[src/rtl/ks_limb_sequencer.sv]
// ks_limb_sequencer
//   Multi-precision wrapper around a pipelined W-bit adder stage. It accepts an
//   N*W-bit operand pair, then issues it to the adder one limb at a time,
//   least-significant limb first. Each limb's sum/cout is sampled LAT cycles
//   after its issue cycle, and the carry is chained into the next limb. The
//   assembled result is then presented on a valid/ready handshake.
//
//   Ports
//     clk, rst_n            clock, async active-low reset
//     in_valid/in_ready     operand handshake
//     in_a, in_b, in_cin    N*W-bit operands and carry into limb 0
//     add_a, add_b, add_cin registered limb operands to the adder stage
//     add_sum, add_cout     adder stage result (LAT cycles after issue)
//     out_valid/out_ready   result handshake
//     out_sum, out_cout     assembled sum and carry out of the top limb
//     out_ovf               signed overflow (only with KS_LIMB_SEQ_OVF_EN)
//
//   Build option: define KS_LIMB_SEQ_OVF_EN to add the out_ovf port.
module ks_limb_sequencer #(
  parameter int W   = 64,
  parameter int N   = 4,
  parameter int LAT = 2
) (
  input  logic           clk,
  input  logic           rst_n,
  input  logic           in_valid,
  output logic           in_ready,
  input  logic [N*W-1:0] in_a,
  input  logic [N*W-1:0] in_b,
  input  logic           in_cin,
  output logic [W-1:0]   add_a,
  output logic [W-1:0]   add_b,
  output logic           add_cin,
  input  logic [W-1:0]   add_sum,
  input  logic           add_cout,
  output logic           out_valid,
  input  logic           out_ready,
  output logic [N*W-1:0] out_sum,
  output logic           out_cout
`ifdef KS_LIMB_SEQ_OVF_EN
  ,
  output logic           out_ovf
`endif
);

  localparam int IW = (N > 1) ? $clog2(N) : 1;
  localparam int CW = (LAT > 1) ? $clog2(LAT) : 1;

  typedef enum logic [1:0] {IDLE, ISSUE, WAIT, DONE} state_t;

  state_t          state, state_nx;
  logic [N*W-1:0]  op_a, op_b;     // shifted right one limb per sample
  logic [N*W-1:0]  a_shr, b_shr;
  logic [N*W-1:0]  sum_nx;
  logic [IW-1:0]   idx;
  logic [CW-1:0]   cnt;            // WAIT cycles elapsed, minus one
  logic            carry;
  logic            sample, last;

  // The limb being processed always sits at the bottom of op_a/op_b, so the
  // next limb is just the bottom of the shifted copy. The result is assembled
  // by shifting in from the top; after N samples it is in natural order.
  assign a_shr  = op_a >> W;
  assign b_shr  = op_b >> W;
  assign sample = (state == WAIT) && (cnt == CW'(LAT - 1));
  assign last   = (idx == IW'(N - 1));

  always_comb begin
    sum_nx = out_sum >> W;
    sum_nx[N*W-1 -: W] = add_sum;
  end

  // State register
  always_ff @(posedge clk or negedge rst_n) begin
    if (!rst_n) state <= IDLE;
    else        state <= state_nx;
  end

  // Next-state logic
  always_comb begin
    state_nx = state;
    case (state)
      IDLE:    if (in_valid)  state_nx = ISSUE;
      ISSUE:                  state_nx = WAIT;
      WAIT:    if (sample)    state_nx = last ? DONE : ISSUE;
      DONE:    if (out_ready) state_nx = IDLE;
      default:                state_nx = IDLE;
    endcase
  end

  // Output decode
  always_comb begin
    in_ready  = (state == IDLE);
    out_valid = (state == DONE);
  end

  assign out_cout = carry;

  // Datapath. add_* are loaded on the edge that enters ISSUE so the limb is
  // on the adder inputs during the ISSUE cycle and held until the next one.
  always_ff @(posedge clk or negedge rst_n) begin
    if (!rst_n) begin
      op_a    <= '0;
      op_b    <= '0;
      idx     <= '0;
      cnt     <= '0;
      carry   <= 1'b0;
      add_a   <= '0;
      add_b   <= '0;
      add_cin <= 1'b0;
      out_sum <= '0;
`ifdef KS_LIMB_SEQ_OVF_EN
      out_ovf <= 1'b0;
`endif
    end else begin
      case (state)
        IDLE: if (in_valid) begin
          op_a    <= in_a;
          op_b    <= in_b;
          carry   <= in_cin;
          idx     <= '0;
          add_a   <= in_a[W-1:0];
          add_b   <= in_b[W-1:0];
          add_cin <= in_cin;
        end
        ISSUE: cnt <= '0;
        WAIT: if (sample) begin
          out_sum <= sum_nx;
          carry   <= add_cout;
          if (last) begin
`ifdef KS_LIMB_SEQ_OVF_EN
            // op_a/op_b bottom limbs are now the top limbs of the operands
            out_ovf <= (op_a[W-1] == op_b[W-1]) && (add_sum[W-1] != op_a[W-1]);
`endif
          end else begin
            idx     <= idx + 1'b1;
            op_a    <= a_shr;
            op_b    <= b_shr;
            add_a   <= a_shr[W-1:0];
            add_b   <= b_shr[W-1:0];
            add_cin <= add_cout;
          end
        end else begin
          cnt <= cnt + 1'b1;
        end
        default: ;
      endcase
    end
  end

endmodule

[config.mk]
export PLATFORM = sky130hd
export DESIGN_NAME = ks_limb_sequencer
export DESIGN_NICKNAME = d
export VERILOG_FILES = /design/src/rtl/ks_limb_sequencer.sv
export SDC_FILE = /design/constraint.sdc
export NUM_CORES = 1
export LEC_CHECK = 0
export BUFFER_PORTS_ARGS = -buffer_cell sky130_fd_sc_hd__buf_2
export CAP_MARGIN = 20
export CORE_AREA = 2 2 379 381
export CTS_BUF_LIST = sky130_fd_sc_hd__clkbuf_4 sky130_fd_sc_hd__clkbuf_8 sky130_fd_sc_hd__clkbuf_16
export DETAILED_ROUTE_END_ITERATION = 10
export DIE_AREA = 0 0 381 383
export GPL_TIMING_DRIVEN = 0
export PLACE_DENSITY = 0.46
export SETUP_SLACK_MARGIN = 0.4
export SLEW_MARGIN = 25
export SYNTH_ARGS = -nofsm -noshare
export SYNTH_HDL_FRONTEND = slang
export SYNTH_SLANG_ARGS = --single-unit
[constraint.sdc]
create_clock -name clk -period 2.13 [get_ports clk]
set_input_delay 0.426 -clock clk [delete_from_list [all_inputs] [get_ports clk]]
set_output_delay 0.426 -clock clk [all_outputs]
set_load 0.1 [all_outputs]
==> flow_metrics.py <==
metrics = {
    "outcome": {
        "run_status": "complete, but fails checks",
        "violations": "hold timing",
    },
    "critical_path": {
        "critical_path.max_fanout": 9,
        "path_delay_family": "buffers and inverters",
        "worst_setup_path_endpoint": "idx[0]",
        "end_kind": "register",
        "critical_path.reg2reg.endpoint": "idx[0]",
        "critPathLaunch": "idx[0]",
        "critPathKind": "register to register",
        "path_cells": "ha_2 -> nand2b_4 -> o22ai_4 -> buf_12 -> buf_12 -> buf_16 -> buf_12 -> buf_16 -> mux2_2",
        "crit_path_frequent_cell": "sky130_fd_sc_hd__buf_12",
        "critPathRequiredTime_ns": 2.69,
        "arrival_ns": 2.64,
        "crit_path_top_delay_cell": "sky130_fd_sc_hd__dfrtp_1",
        "path_depth": 9,
        "worstSetupStartpointType": "register",
        "rr_worst_depth": 9,
        "path_buf_inv": 5,
        "rrSetupSlack_ns": 0.06,
        "critical-path-max-stage-delay_ns": 0.39,
        "regToRegStartpoint": "idx[0]",
    },
    "grt": {
        "global_route_wire_length_before_repair_mm": 196,
        "grt_antenna_before_repair": 51,
        "track_usage": 0.186,
        "globalRouteOverflowTotal": 0,
        "grt_max_degree": 110,
        "via_count_of_the_first_global_routing_pass": 26304,
    },
    "logic_synthesis": {
        "synth.cells.most_frequent": "sky130_fd_sc_hd__mux2_2, sky130_fd_sc_hd__dfrtp_1, sky130_fd_sc_hd__buf_4, sky130_fd_sc_hd__nand2_1, sky130_fd_sc_hd__inv_1",
        "syn_avg_cell_area_sq_um": 14.2,
        "yosysTopAreaCellShare": 0.550,
        "syn-num-nets": 3062,
        "synth_top_cells_by_area": "sky130_fd_sc_hd__dfrtp_1, sky130_fd_sc_hd__mux2_2, sky130_fd_sc_hd__mux2i_1",
        "post_synthesis_cell_area_sq_mm": 0.0352,
        "yosys.cell_count.top_type": "sky130_fd_sc_hd__mux2_2",
        "netlist.top_cell.by_area": "sky130_fd_sc_hd__dfrtp_1",
        "post_synth_num_cell_types": 18,
        "post_synth_edffs": 0,
        "yosys_warnings": 0,
        "ys_seq_area_frac": 0.550,
        "dominantRegCellSynth": "sky130_fd_sc_hd__dfrtp_1",
        "synth_async_reset_ratio": 1.00,
        "syn_inst": 2479,
        "yosys_register_bits": 775,
    },
    "cts": {
        "numClockSinks": 775,
        "numCtsBuffers": 96,
        "clkLatencyLatePin_ns": 0.71,
        "cts-root-buf": "sky130_fd_sc_hd__clkbuf_16",
        "max-clock-path-buffers": 3,
        "tritoncts": "yes",
        "path_clk_slew_ns": 0.06,
        "h_tree_depth": 3,
    },
    "final_layout": {
        "final_design_area_no_fill_sq_mm": 0.0535,
        "drive_above_1_share": 0.657,
        "instances_no_fill": 5875,
        "num-fill-cells": 14090,
        "area.growth.synth_to_final_pct": 51.7,
        "final-seq-area_sq_mm": 0.0194,
        "nNetsFinal": 4451,
        "multi_input_area_sq_mm": 0.0140,
    },
    "timing": {
        "worst_slew_pin_slew_ns": 0.729,
        "fin_ws_ns": 0.0568,
        "whs_ns": -0.364,
        "setup_viol": 0,
        "maxSlewViolCount": 0,
        "rsz0062_at_grt": "yes",
        "period_minus_slack_ns": 2.07,
        "max_freq_mhz": 482,
        "final_min_period_over_clock_period": 0.973,
        "timing.final.hold_violations": 103,
        "finClkSkew_ns": 0.0332,
        "timing.slew.headroom": 0.514,
    },
    "drt": {
        "detail_route.vias_per_cell": 4.23,
        "detailroute.via_count": 24822,
        "post-route-drc-count": 0,
        "initialDrtViolationCount": 815,
        "routedWlPerCell_um": 24.2,
        "count_of_antenna_violating_nets_left_after_detailed_routing": 0,
        "dr.pass1.iters": 4,
        "route.final.wire_length_mm": 142,
    },
    "floorplan": {
        "top_level_ports": 970,
        "die_area_sq_mm": 0.146,
        "chipHeight_um": 383,
        "row_count": 139,
        "area_of_the_core_sq_mm": 0.142,
        "initial_utilization": 0.248,
        "fp.dieW_um": 381,
    },
    "place": {
        "pre_cts_slack_ns": -0.863,
        "numPlacedInstances": 5358,
        "place.port_buffers": 969,
        "post_dp_cell_area_sq_mm": 0.0428,
        "dp_hpwl_mm": 102,
        "globalplace.congestion": 0.844,
    },
    "min_path": {
        "hp-class": "primary input to async pin",
    },
    "run": {
        "max_capacitance_violation_count": 0,
    },
}
## stage by stage
stage / setup TNS (ns) / util
after global placement: - / 0.299
after CTS: 0 / 0.362
after detailed placement: -322.25 / 0.301
final: 0 / 0.376
after floorplan: 0 / -
after global routing: -0.0146 / 0.376
## flip-flops by register name, summed over array words and instances, names as in the netlist
register  flops
add_a        63
add_b        63
add_cin       1
cnt           1
idx           2
op_a        193
op_b        193
out_cout      1
out_sum     256
state         2
## cells in the final DEF (no fill, tap or decap), types with 4 or more instances in the layout
cell                            instances
sky130_fd_sc_hd__clkbuf_1               4
sky130_fd_sc_hd__buf_2                927
sky130_fd_sc_hd__buf_16                55
sky130_fd_sc_hd__mux2_2               885
sky130_fd_sc_hd__clkbuf_8              24
sky130_fd_sc_hd__buf_4                134
sky130_fd_sc_hd__buf_12               138
sky130_fd_sc_hd__inv_1                129
sky130_fd_sc_hd__clkbuf_2               5
sky130_fd_sc_hd__clkinvlp_4             6
sky130_fd_sc_hd__mux2i_1              128
sky130_fd_sc_hd__clkinv_2              17
sky130_fd_sc_hd__buf_6                 46
sky130_fd_sc_hd__dlygate4sd3_1        196
sky130_fd_sc_hd__clkinv_16              5
sky130_fd_sc_hd__buf_8                 27
sky130_fd_sc_hd__bufinv_16             11
sky130_fd_sc_hd__diode_2               23
sky130_fd_sc_hd__clkbuf_16            121
sky130_fd_sc_hd__dfrtp_2               17
sky130_fd_sc_hd__dfrtp_1              758
sky130_fd_sc_hd__clkbuf_4              18
sky130_fd_sc_hd__nand2_1              130
sky130_fd_sc_hd__mux2_4               142
## kinds of logic after synthesis
| group | count (synthesis) | synth area share |
|---|---|---|
| adder cells (fa/ha/maj) | 1 | 0.000355 |
| buffers and inverters | 401 | 0.0681 |
| flip-flops | 775 | 0.550 |
| multiplexers | 1157 | 0.365 |
| AND/OR/NAND/NOR | 139 | 0.0151 |
| AO/OA/AOI/OAI | 6 | 0.000959 |
## cell type report
class / instances / area share
antenna: 23 / 0.00108
buffer: 271 / 0.0636
clock buffer: 135 / 0.0531
clock inverter: 44 / 0.0125
inverter: 130 / 0.00913
multi-input combinational: 1303 / 0.263
sequential: 775 / 0.363
tap: 1903 / 0.0445
timing repair buffer: 1291 / 0.190
## what timing repair did
action / 4_1_cts / 5_1_grt
endpoints found under the setup margin: 1404 / 1414
gates cloned: 39 / 25
pin swaps: 1 / 0
gates resized for setup: 463 / 309
hold buffers: 195 / 2
buffers inserted: 41 / 13
hold endpoints to repair: 302 / 153
## routing by layer
metal	GRT usage	share of wire	up-vias	wire, um
li1	-	-	11277	-
met1	0.221	0.41	12535	57800
met2	0.325	0.50	748	71300
met3	0.0536	0.062	214	8830
met4	0.0482	0.026	48	3640
met5	0	0.0023	-	322
## worst min-delay path by stage
stage               startpoint   endpoint  slack [ns]  cells past startpoint
detailed placement       rst_n   add_a[5]        0.47                      1
global placement      op_a[80]   op_a[80]        0.48                      1
CTS                      rst_n  op_a[133]       -0.33                      1
floorplan                rst_n   add_a[0]        0.13                      0
finish                   rst_n  op_b[110]       -0.36                      1
global route             rst_n  op_b[111]       -0.41                      1
Power is not shown: default switching activity piles up to over one toggle a cycle in this logic, so the estimate is an artifact.
